==> src/rtl/pmc_digital_conf_shifter_if.sv <==
`default_nettype none
// ============================================================================
//  Module   : pmc_digital_conf (interface)
//  Brief    : PMC digital configuration word; res[23:0] and th[7:0] form
//             the 32-bit word {res, th} (bit 31 = res[23], bit 0 = th[0]).
//  Revision : 1.0 - initial release
// ============================================================================
interface pmc_digital_conf;
  logic [23:0] res;
  logic [7:0]  th;

  // SoC-side register block drives the word
  modport master (output res, output th);
  // Consumers only observe it
  modport slave  (input res, input th);
endinterface
`default_nettype wire

==> src/rtl/pmc_digital_conf_shifter.sv <==
`default_nettype none
// ============================================================================
//  Module   : pmc_digital_conf_shifter
//  Brief    : Snapshots the 32-bit PMC digital configuration word on start
//             and shifts it MSB first into the pixel-matrix configuration
//             chain once per pixel, then issues a one-cycle parallel load.
//             Each bit occupies two cycles (sh_clk low, then high) so data
//             is stable a full cycle ahead of and through the rising edge.
//  Revision : 1.0 - initial release
// ============================================================================
module pmc_digital_conf_shifter #(
  parameter int PIXELS = 16,
  parameter int CNT_W  = $clog2(PIXELS + 1)
) (
  input  logic             clk,
  input  logic             rst_n,
  pmc_digital_conf.slave   digital_conf,
  input  logic             start,
  input  logic             abort,
  output logic             busy,
  output logic             done,
  output logic             sh_clk,
  output logic             sh_dout,
  output logic             sh_load
);

  // Index of the final pixel; reaching its bit 0 ends the shift phase
  localparam logic [CNT_W-1:0] c_last_pix = CNT_W'(PIXELS - 1);
  localparam logic [4:0]       c_last_bit = 5'd31;

  typedef enum logic [1:0] {
    ST_IDLE  = 2'd0,
    ST_SHIFT = 2'd1,
    ST_LATCH = 2'd2
  } state_t;

  // Registered state
  state_t            r_state;
  logic [31:0]       r_snapshot;
  logic [31:0]       r_shreg;
  logic [4:0]        r_bit_cnt;
  logic [CNT_W-1:0]  r_pix_cnt;
  logic              r_phase;
  logic              r_busy;
  logic              r_done;
  logic              r_sh_clk;
  logic              r_sh_dout;
  logic              r_sh_load;

  // Next-state values
  state_t            w_state_nxt;
  logic [31:0]       w_snapshot_nxt;
  logic [31:0]       w_shreg_nxt;
  logic [4:0]        w_bit_cnt_nxt;
  logic [CNT_W-1:0]  w_pix_cnt_nxt;
  logic              w_phase_nxt;
  logic              w_busy_nxt;
  logic              w_done_nxt;
  logic              w_sh_clk_nxt;
  logic              w_sh_dout_nxt;
  logic              w_sh_load_nxt;

  // Live configuration word as presented by the register block
  logic [31:0]       w_word;
  assign w_word = {digital_conf.res, digital_conf.th};

  // Outputs come straight from flops so the chain sees glitch-free lines
  assign busy    = r_busy;
  assign done    = r_done;
  assign sh_clk  = r_sh_clk;
  assign sh_dout = r_sh_dout;
  assign sh_load = r_sh_load;

  // State and output register bank with asynchronous clear
  always_ff @(posedge clk or negedge rst_n) begin
    if (!rst_n) begin
      r_state    <= ST_IDLE;
      r_snapshot <= '0;
      r_shreg    <= '0;
      r_bit_cnt  <= '0;
      r_pix_cnt  <= '0;
      r_phase    <= 1'b0;
      r_busy     <= 1'b0;
      r_done     <= 1'b0;
      r_sh_clk   <= 1'b0;
      r_sh_dout  <= 1'b0;
      r_sh_load  <= 1'b0;
    end else begin
      r_state    <= w_state_nxt;
      r_snapshot <= w_snapshot_nxt;
      r_shreg    <= w_shreg_nxt;
      r_bit_cnt  <= w_bit_cnt_nxt;
      r_pix_cnt  <= w_pix_cnt_nxt;
      r_phase    <= w_phase_nxt;
      r_busy     <= w_busy_nxt;
      r_done     <= w_done_nxt;
      r_sh_clk   <= w_sh_clk_nxt;
      r_sh_dout  <= w_sh_dout_nxt;
      r_sh_load  <= w_sh_load_nxt;
    end
  end

  // Next-state and next-output logic for the IDLE/SHIFT/LATCH sequencer
  always_comb begin
    w_state_nxt    = r_state;
    w_snapshot_nxt = r_snapshot;
    w_shreg_nxt    = r_shreg;
    w_bit_cnt_nxt  = r_bit_cnt;
    w_pix_cnt_nxt  = r_pix_cnt;
    w_phase_nxt    = r_phase;
    w_busy_nxt     = r_busy;
    w_done_nxt     = 1'b0;
    w_sh_clk_nxt   = r_sh_clk;
    w_sh_dout_nxt  = r_sh_dout;
    w_sh_load_nxt  = 1'b0;

    case (r_state)
      ST_IDLE: begin
        w_busy_nxt    = 1'b0;
        w_sh_clk_nxt  = 1'b0;
        w_sh_dout_nxt = 1'b0;
        // Abort has priority, so a simultaneous start is dropped
        if (start && !abort) begin
          w_snapshot_nxt = w_word;
          w_shreg_nxt    = w_word;
          w_bit_cnt_nxt  = '0;
          w_pix_cnt_nxt  = '0;
          w_phase_nxt    = 1'b0;
          w_busy_nxt     = 1'b1;
          w_sh_dout_nxt  = w_word[31];
          w_state_nxt    = ST_SHIFT;
        end
      end

      ST_SHIFT: begin
        if (abort) begin
          w_state_nxt   = ST_IDLE;
          w_busy_nxt    = 1'b0;
          w_sh_clk_nxt  = 1'b0;
          w_sh_dout_nxt = 1'b0;
          w_shreg_nxt   = '0;
          w_bit_cnt_nxt = '0;
          w_pix_cnt_nxt = '0;
          w_phase_nxt   = 1'b0;
        end else if (!r_phase) begin
          // Data has been set up for a cycle; raise the chain clock
          w_phase_nxt   = 1'b1;
          w_sh_clk_nxt  = 1'b1;
          w_sh_dout_nxt = r_shreg[31];
        end else begin
          // Bit consumed by the chain; lower the clock and present the next
          w_phase_nxt   = 1'b0;
          w_sh_clk_nxt  = 1'b0;
          w_bit_cnt_nxt = r_bit_cnt + 5'd1;
          if (r_bit_cnt == c_last_bit) begin
            if (r_pix_cnt == c_last_pix) begin
              w_state_nxt   = ST_LATCH;
              w_sh_dout_nxt = 1'b0;
              w_sh_load_nxt = 1'b1;
              w_shreg_nxt   = '0;
              w_pix_cnt_nxt = '0;
            end else begin
              // Next pixel gets the captured word, never the live one
              w_pix_cnt_nxt = r_pix_cnt + CNT_W'(1);
              w_shreg_nxt   = r_snapshot;
              w_sh_dout_nxt = r_snapshot[31];
            end
          end else begin
            w_shreg_nxt   = {r_shreg[30:0], 1'b0};
            w_sh_dout_nxt = r_shreg[30];
          end
        end
      end

      ST_LATCH: begin
        w_state_nxt   = ST_IDLE;
        w_busy_nxt    = 1'b0;
        w_sh_clk_nxt  = 1'b0;
        w_sh_dout_nxt = 1'b0;
        w_bit_cnt_nxt = '0;
        w_pix_cnt_nxt = '0;
        w_phase_nxt   = 1'b0;
        // An abort landing on the load cycle cancels the completion pulse
        w_done_nxt    = !abort;
      end

      default: begin
        w_state_nxt   = ST_IDLE;
        w_busy_nxt    = 1'b0;
        w_sh_clk_nxt  = 1'b0;
        w_sh_dout_nxt = 1'b0;
      end
    endcase
  end

endmodule
`default_nettype wire

==> src/flat_wrapper.sv <==
// flat-port wrapper written by rule: the top's interface ports become plain ports
module pmc_digital_conf_shifter_flat 
#(
  parameter int PIXELS = 16,
  parameter int CNT_W  = $clog2(PIXELS + 1)
)
  (clk, rst_n, start, abort, busy, done, sh_clk, sh_dout, sh_load, digital_conf_res, digital_conf_th);
  pmc_digital_conf digital_conf_i ();
  input  logic clk;
  input  logic rst_n;
  input  logic start;
  input  logic abort;
  output logic busy;
  output logic done;
  output logic sh_clk;
  output logic sh_dout;
  output logic sh_load;
  input wire logic [$bits(digital_conf_i.res)-1:0] digital_conf_res;
  input wire logic [$bits(digital_conf_i.th)-1:0] digital_conf_th;
  assign digital_conf_i.res = digital_conf_res;
  assign digital_conf_i.th = digital_conf_th;
  pmc_digital_conf_shifter #(.PIXELS(PIXELS), .CNT_W(CNT_W)) u_core (.clk(clk), .rst_n(rst_n), .digital_conf(digital_conf_i), .start(start), .abort(abort), .busy(busy), .done(done), .sh_clk(sh_clk), .sh_dout(sh_dout), .sh_load(sh_load));
endmodule
==> config.mk <==
export PLATFORM = sky130hd
export DESIGN_NAME = pmc_digital_conf_shifter_flat
export DESIGN_NICKNAME = d
export VERILOG_FILES = /design/src/rtl/pmc_digital_conf_shifter_if.sv /design/src/rtl/pmc_digital_conf_shifter.sv /design/src/flat_wrapper.sv
export SDC_FILE = /design/constraint.sdc
export NUM_CORES = 1
export LEC_CHECK = 0
export BUFFER_PORTS_ARGS = -buffer_cell sky130_fd_sc_hd__buf_2
export CORE_MARGIN = 4
export CORE_UTILIZATION = 59
export DETAILED_ROUTE_END_ITERATION = 8
export GPL_TIMING_DRIVEN = 0
export PLACE_DENSITY = 0.8
export SLEW_MARGIN = 40
export SYNTH_ARGS = -nofsm -noshare
export SYNTH_HDL_FRONTEND = slang
export SYNTH_SLANG_ARGS = --single-unit
==> constraint.sdc <==
create_clock -name clk -period 2.7 [get_ports clk]
set_input_delay 0.135 -clock clk [delete_from_list [all_inputs] [get_ports clk]]
set_output_delay 0.135 -clock clk [all_outputs]
set_load 0.02 [all_outputs]
---- Word level (Yosys, flattened, before mapping) ----
Cells that the tools add are included.
storage, ports and cells
  register bits after elaboration ......... 82
  input bits .............................. 36
  output and inout bits ................... 5
  logic and storage cells ................. 74
operators by class
  $add $sub $neg .......................... 2
  equality and inequality tests ........... 9
  muxes and demuxes ....................... 41
  reduce and logical (&&, ||, !) cells .... 11
operators with widths
  cell                   number
  $mux W32               5
  $pmux W32 S2           1
  $mux W5                7
  $pmux W5 S3            2
  $mux W1                17
  $add A5 B1 Y5 const B  2
  $mux W2                5
  $ne A3 B2 Y1 const B   3
  $reduce_and A4 Y1      2
  $reduce_and A3 Y1      2
  $eq A5 B4 Y1 const B   1
  $eq A5 B5 Y1 const B   1
  $pmux W1 S2            2
  $pmux W2 S2            1
  $reduce_and A2 Y1      2
  $pmux W1 S3            1
  $reduce_bool A3 Y1     1
  $eq A2 B1 Y1 const B   1
  $eq A2 B2 Y1 const B   1
  $logic_not A2 Y1       1
  $ne A2 B1 Y1 const B   1
  $ne A2 B2 Y1 const B   1
  $reduce_bool A2 Y1     1
  $logic_and A1 B1 Y1    1
  $logic_not A1 Y1       1

---- Longest topological paths before layout ----
  depth after elaboration ................. 6
  gate-level depth with buffers ........... 9
  depth with buffers taken out ............ 7

---- Worst setup path after synthesis ----
No wires, ideal clock.
  kind .................................... reg2reg
  start point ............................. register u_core.r_bit_cnt[0]
  end point ............................... register u_core.r_shreg[24]
  setup time .............................. 0.078 ns
  data arrival time ....................... 1.912 ns
  required time ........................... 2.622 ns
  path slack .............................. 0.711 ns
  stages on the path, launching flop included .. 8
  buffers on the path ..................... 1
  clock period less this slack ............ 1.989 ns
  path through ............................ dfrtp_1 ha_1 and3_1 ha_1 clkbuf_1 nor3_1 a222oi_1 a21oi_1
on the way
  longest elaborated chain between the ends .. 5
ends and longest elaborated chain
  item                    line                             text
  from (decl)             pmc_digital_conf_shifter.sv:41   logic [4:0] r_bit_cnt;
  from (signal assigned)  pmc_digital_conf_shifter.sv:92   r_bit_cnt <= w_bit_cnt_nxt;
  $eq A5 B5 Y1            pmc_digital_conf_shifter.sv:155  if (r_bit_cnt == c_last_bit) begin
  $mux W32                pmc_digital_conf_shifter.sv:155
  $mux W32                pmc_digital_conf_shifter.sv:145  end else if (!r_phase) begin
  $mux W32                pmc_digital_conf_shifter.sv:136  if (abort) begin
  $pmux W32 S2            pmc_digital_conf_shifter.sv:117  case (r_state)
  to (signal assigned)    pmc_digital_conf_shifter.sv:91   r_shreg <= w_shreg_nxt;
  to (decl)               pmc_digital_conf_shifter.sv:40   logic [31:0] r_shreg;
No other way between the ends. The select of a mux whose other input is x is not followed.
A chain may end at the register's enable or synchronous reset.

---- Worst setup path after layout ----
  start point ............................. register u_core.r_bit_cnt[0]
  end point ............................... register u_core.r_shreg[13]
Same word-level chain as after synthesis.

==> flow_summary.toml <==
[status]
status = "completed"

[pwr]
seqPwrFrac_pct = 49.0
p_per_area_nw_per_um2 = 671
switching_share_pct = 29.9
power_frac_comb_pct = 20.4
ir_drop_v = 0.000384
p_switching_uw = 977
clockPowerShare_pct = 30.6
cell_internal_pwr_mw = 2.30
leakage_nw = 2.33

[setup_path]
crit_start = "u_core.r_bit_cnt[0]$_DFFE_PN0P_"
cp_top_family = "buffers and inverters"
cp-endpoint = "u_core.r_shreg[13]$_DFFE_PN0P_"
r2r_start = "u_core.r_bit_cnt[0]$_DFFE_PN0P_"
cp.arrival_ns = 2.66
cp_slowest_cell = "dfrtp_1"
r2r_setup_slack_ns = 0.28
crit_fanout = 10
cp_num_buf_inv = 2
critPathKind = "reg -> reg"
crit_path_max_incr_delay_ns = 0.39
worstPathCellList = "ha_1 > and3_1 > ha_1 > clkbuf_1 > clkbuf_1 > nand2b_1 > a21oi_1 > a211oi_1 > a21oi_1"
start_kind = "flip-flop"
worstRegToRegCells = 9
reg2reg_to = "u_core.r_shreg[13]$_DFFE_PN0P_"
cp.depth = 9
endpoint_kind = "flip-flop"
cp.required_ns = 2.94

[clocking]
clkTransAtPathRegs_ns = 0.08
htreeDepth = 3
clockBufferDepth = 2
cts_made_buffers = 9
clkLatencyLatePin_ns = 0.35
root_buffer = "clkbuf_8"
cts_tree = "yes"
cts.sink_count = 82

[min_path]
hold_class = "in -> reg"
hold_path_depth = 3

[global_route]
grt_pass1_wl_um = 16700
grt_pass1_vias = 3552
grt_max_degree = 43
gr-total-overflow = 0
grt_antenna_before_repair = 0
grt_usage_pct = 25.0

[floorplan]
start_util_pct = 62.1
die_y_um = 90.7
core_um2 = 6490
dieArea_um2 = 8220
dieWidth_um = 90.7
ios = 41
placement_rows = 29

[synth]
ys_ff_latch = 82
ys_async_sr_fraction_pct = 100
yosysUniqueCellTypes = 40
synth_nets = 491
ys_top_cells_by_area = "dfrtp_1 51%, nand2_1 9.3%, a21oi_1 7.3%"
synth_area_per_cell_um2 = 8.92
synth_area_um2 = 4030
synth_edf_count = 0
synth_warnings = 0
yosysTopAreaCell = "dfrtp_1"
syn_inst = 452
ys_seq_area_share_pct = 50.9
yosys_most_used_dff = "dfrtp_1"
yosysTopAreaCellShare_pct = 50.9

[sta]
worst_slew_pin_slew_ns = 0.561
drv_slew = 0
setup-violations-final = 0
fin_crit_sh_pct = 89.7
tns_ns = 0
slew-limit-headroom_pct = 62.4
hold_viol = 0
max_freq_mhz = 413
skew_ns = 0.00465
rsz0062_at_grt = "false"
period_needed_ns = 2.42

[detailed_routing]
wl_per_cell_um = 15.5
drt-vias-per-instance = 5.79
drc = 0
dr.pass1.iters = 6
drt-total-wl_um = 9560
first_iter_violations = 254
num_vias = 3558
postRouteAntennaNets = 0

[cells_and_area]
drive_above_1_share_pct = 14.7
area_delta_synth_final_pct = 21.0
final_area_um2 = 4880
layout_commonest_cell = "nand2_1"
diodes = 0
nNetsFinal = 572
layout_common_cells = "100 x nand2_1, 82 x dfrtp_1, 59 x a21oi_1, 46 x buf_2, 40 x nor2_1"

[placement]
port_buffers = 40
dp_hpwl_um = 6310
placed_area_um2 = 4350
gp_congestion = 0.864

[run]
cap_violations = 0
[worst register-to-register path: stages (launching register included)]
cell	delay (ns)
dfrtp_1	0.39
ha_1	0.20
and3_1	0.17
ha_1	0.21
clkbuf_1	0.39
clkbuf_1	0.34
nand2b_1	0.16
a21oi_1	0.06
a211oi_1	0.27
a21oi_1	0.11
[area by class of cell]
| type | count | area (um^2) |
|---|---|---|
| Timing Repair Buffer | 70 | 517 |
| Sequential cell | 82 | 2050 |
| Fill cell | 469 | 1620 |
| Clock buffer | 10 | 138 |
| Clock inverter | 6 | 90.1 |
| Buffer | 34 | 159 |
| Inverter | 4 | 15.0 |
| Tap cell | 77 | 96.3 |
| Multi-Input combinational cell | 332 | 1810 |
[timing repair]
item | CTS | global route
hold buffers | 29 | 0
setup buffers | 0 | 0
hold endpoints to repair | 68 | 0
gates resized for setup | 0 | 0
[per-stage QoR]
stage                     power, mW  util (%)  hold slack (ns)  cells  worst slack, ns
after global routing           3.47      75.1           0.0147    615           0.0718
after floorplan                2.04         -           -0.161    452            0.711
after detailed placement       2.25      67.0           0.0726    570            0.186
after CTS                      3.28      75.0         0.000254    615            0.112
final                          3.27      75.1          0.00498    615            0.279
after global placement         2.21      66.6            0.341    569            0.262
[how the worst min path moves through the flow]
stage                         startpoint                                 to  slack (ns)
floorplan                          rst_n            u_core.busy$_DFFE_PN0P_       -0.16
global placement      digital_conf_th[7]   u_core.r_snapshot[7]$_DFFE_PN0P_        0.34
detailed placement                 rst_n    u_core.r_bit_cnt[3]$_DFFE_PN0P_        0.07
CTS                 digital_conf_res[16]  u_core.r_snapshot[24]$_DFFE_PN0P_      0.0003
global route        digital_conf_res[16]  u_core.r_snapshot[24]$_DFFE_PN0P_        0.01
finish              digital_conf_res[16]  u_core.r_snapshot[24]$_DFFE_PN0P_       0.005
[synthesized netlist by cell type (3+ instances only)]
master	number
buf_4	4
a21oi_1	59
buf_2	7
nor2_1	40
o21ai_0	10
o21bai_1	23
nand2_1	100
and3_1	3
ha_1	3
clkbuf_1	18
or3_1	3
inv_1	4
a222oi_1	7
buf_1	4
dfrtp_1	82
a211oi_1	23
nand2b_1	28
nand3_1	7
[registers in the layout, summed over array words and instances, names as in the netlist]
signal	count
u_core.done	1
u_core.r_bit_cnt	5
u_core.r_snapshot	32
u_core.busy	1
u_core.r_phase	1
u_core.sh_dout	1
u_core.sh_clk	1
u_core.r_pix_cnt	5
u_core.sh_load	1
u_core.r_shreg	32
u_core.r_state	2
[per-layer routing]
layer  track usage [%]  wire length [um]  vias to the layer above  part of all wire (%)
met5                 0                 0                        -                     0
met4              8.29               135                        0                   1.4
met3              3.92               509                       17                   5.3
met2              39.6              4570                      118                    48
met1              35.1              4340                     1707                    45
li1                  -                 -                     1716                     -
[logic make-up after synthesis]
logic type | count (synthesis) | synth area share [%]
XOR/XNOR | 1 | 0.217
AND/OR/NAND/NOR | 190 | 21.3
multiplexers | 1 | 0.279
AO/OA/AOI/OAI | 137 | 22.0
flip-flops | 82 | 50.9
adder cells (fa/ha/maj) | 3 | 0.931
buffers and inverters | 38 | 4.31
[power by group through the flow]
| stage | Combinational [mW] | Sequential, mW | Clock [mW] |
|---|---|---|---|
| final | 0.668 | 1.60 | 1.00 |
| after global routing | 0.764 | 1.63 | 1.07 |
| after CTS | 0.663 | 1.60 | 1.02 |
| after detailed placement | 0.625 | 1.62 | 0 |
| after global placement | 0.594 | 1.61 | 0 |
| after floorplan | 0.448 | 1.59 | 0 |
(Power assumes the default switching activity.)
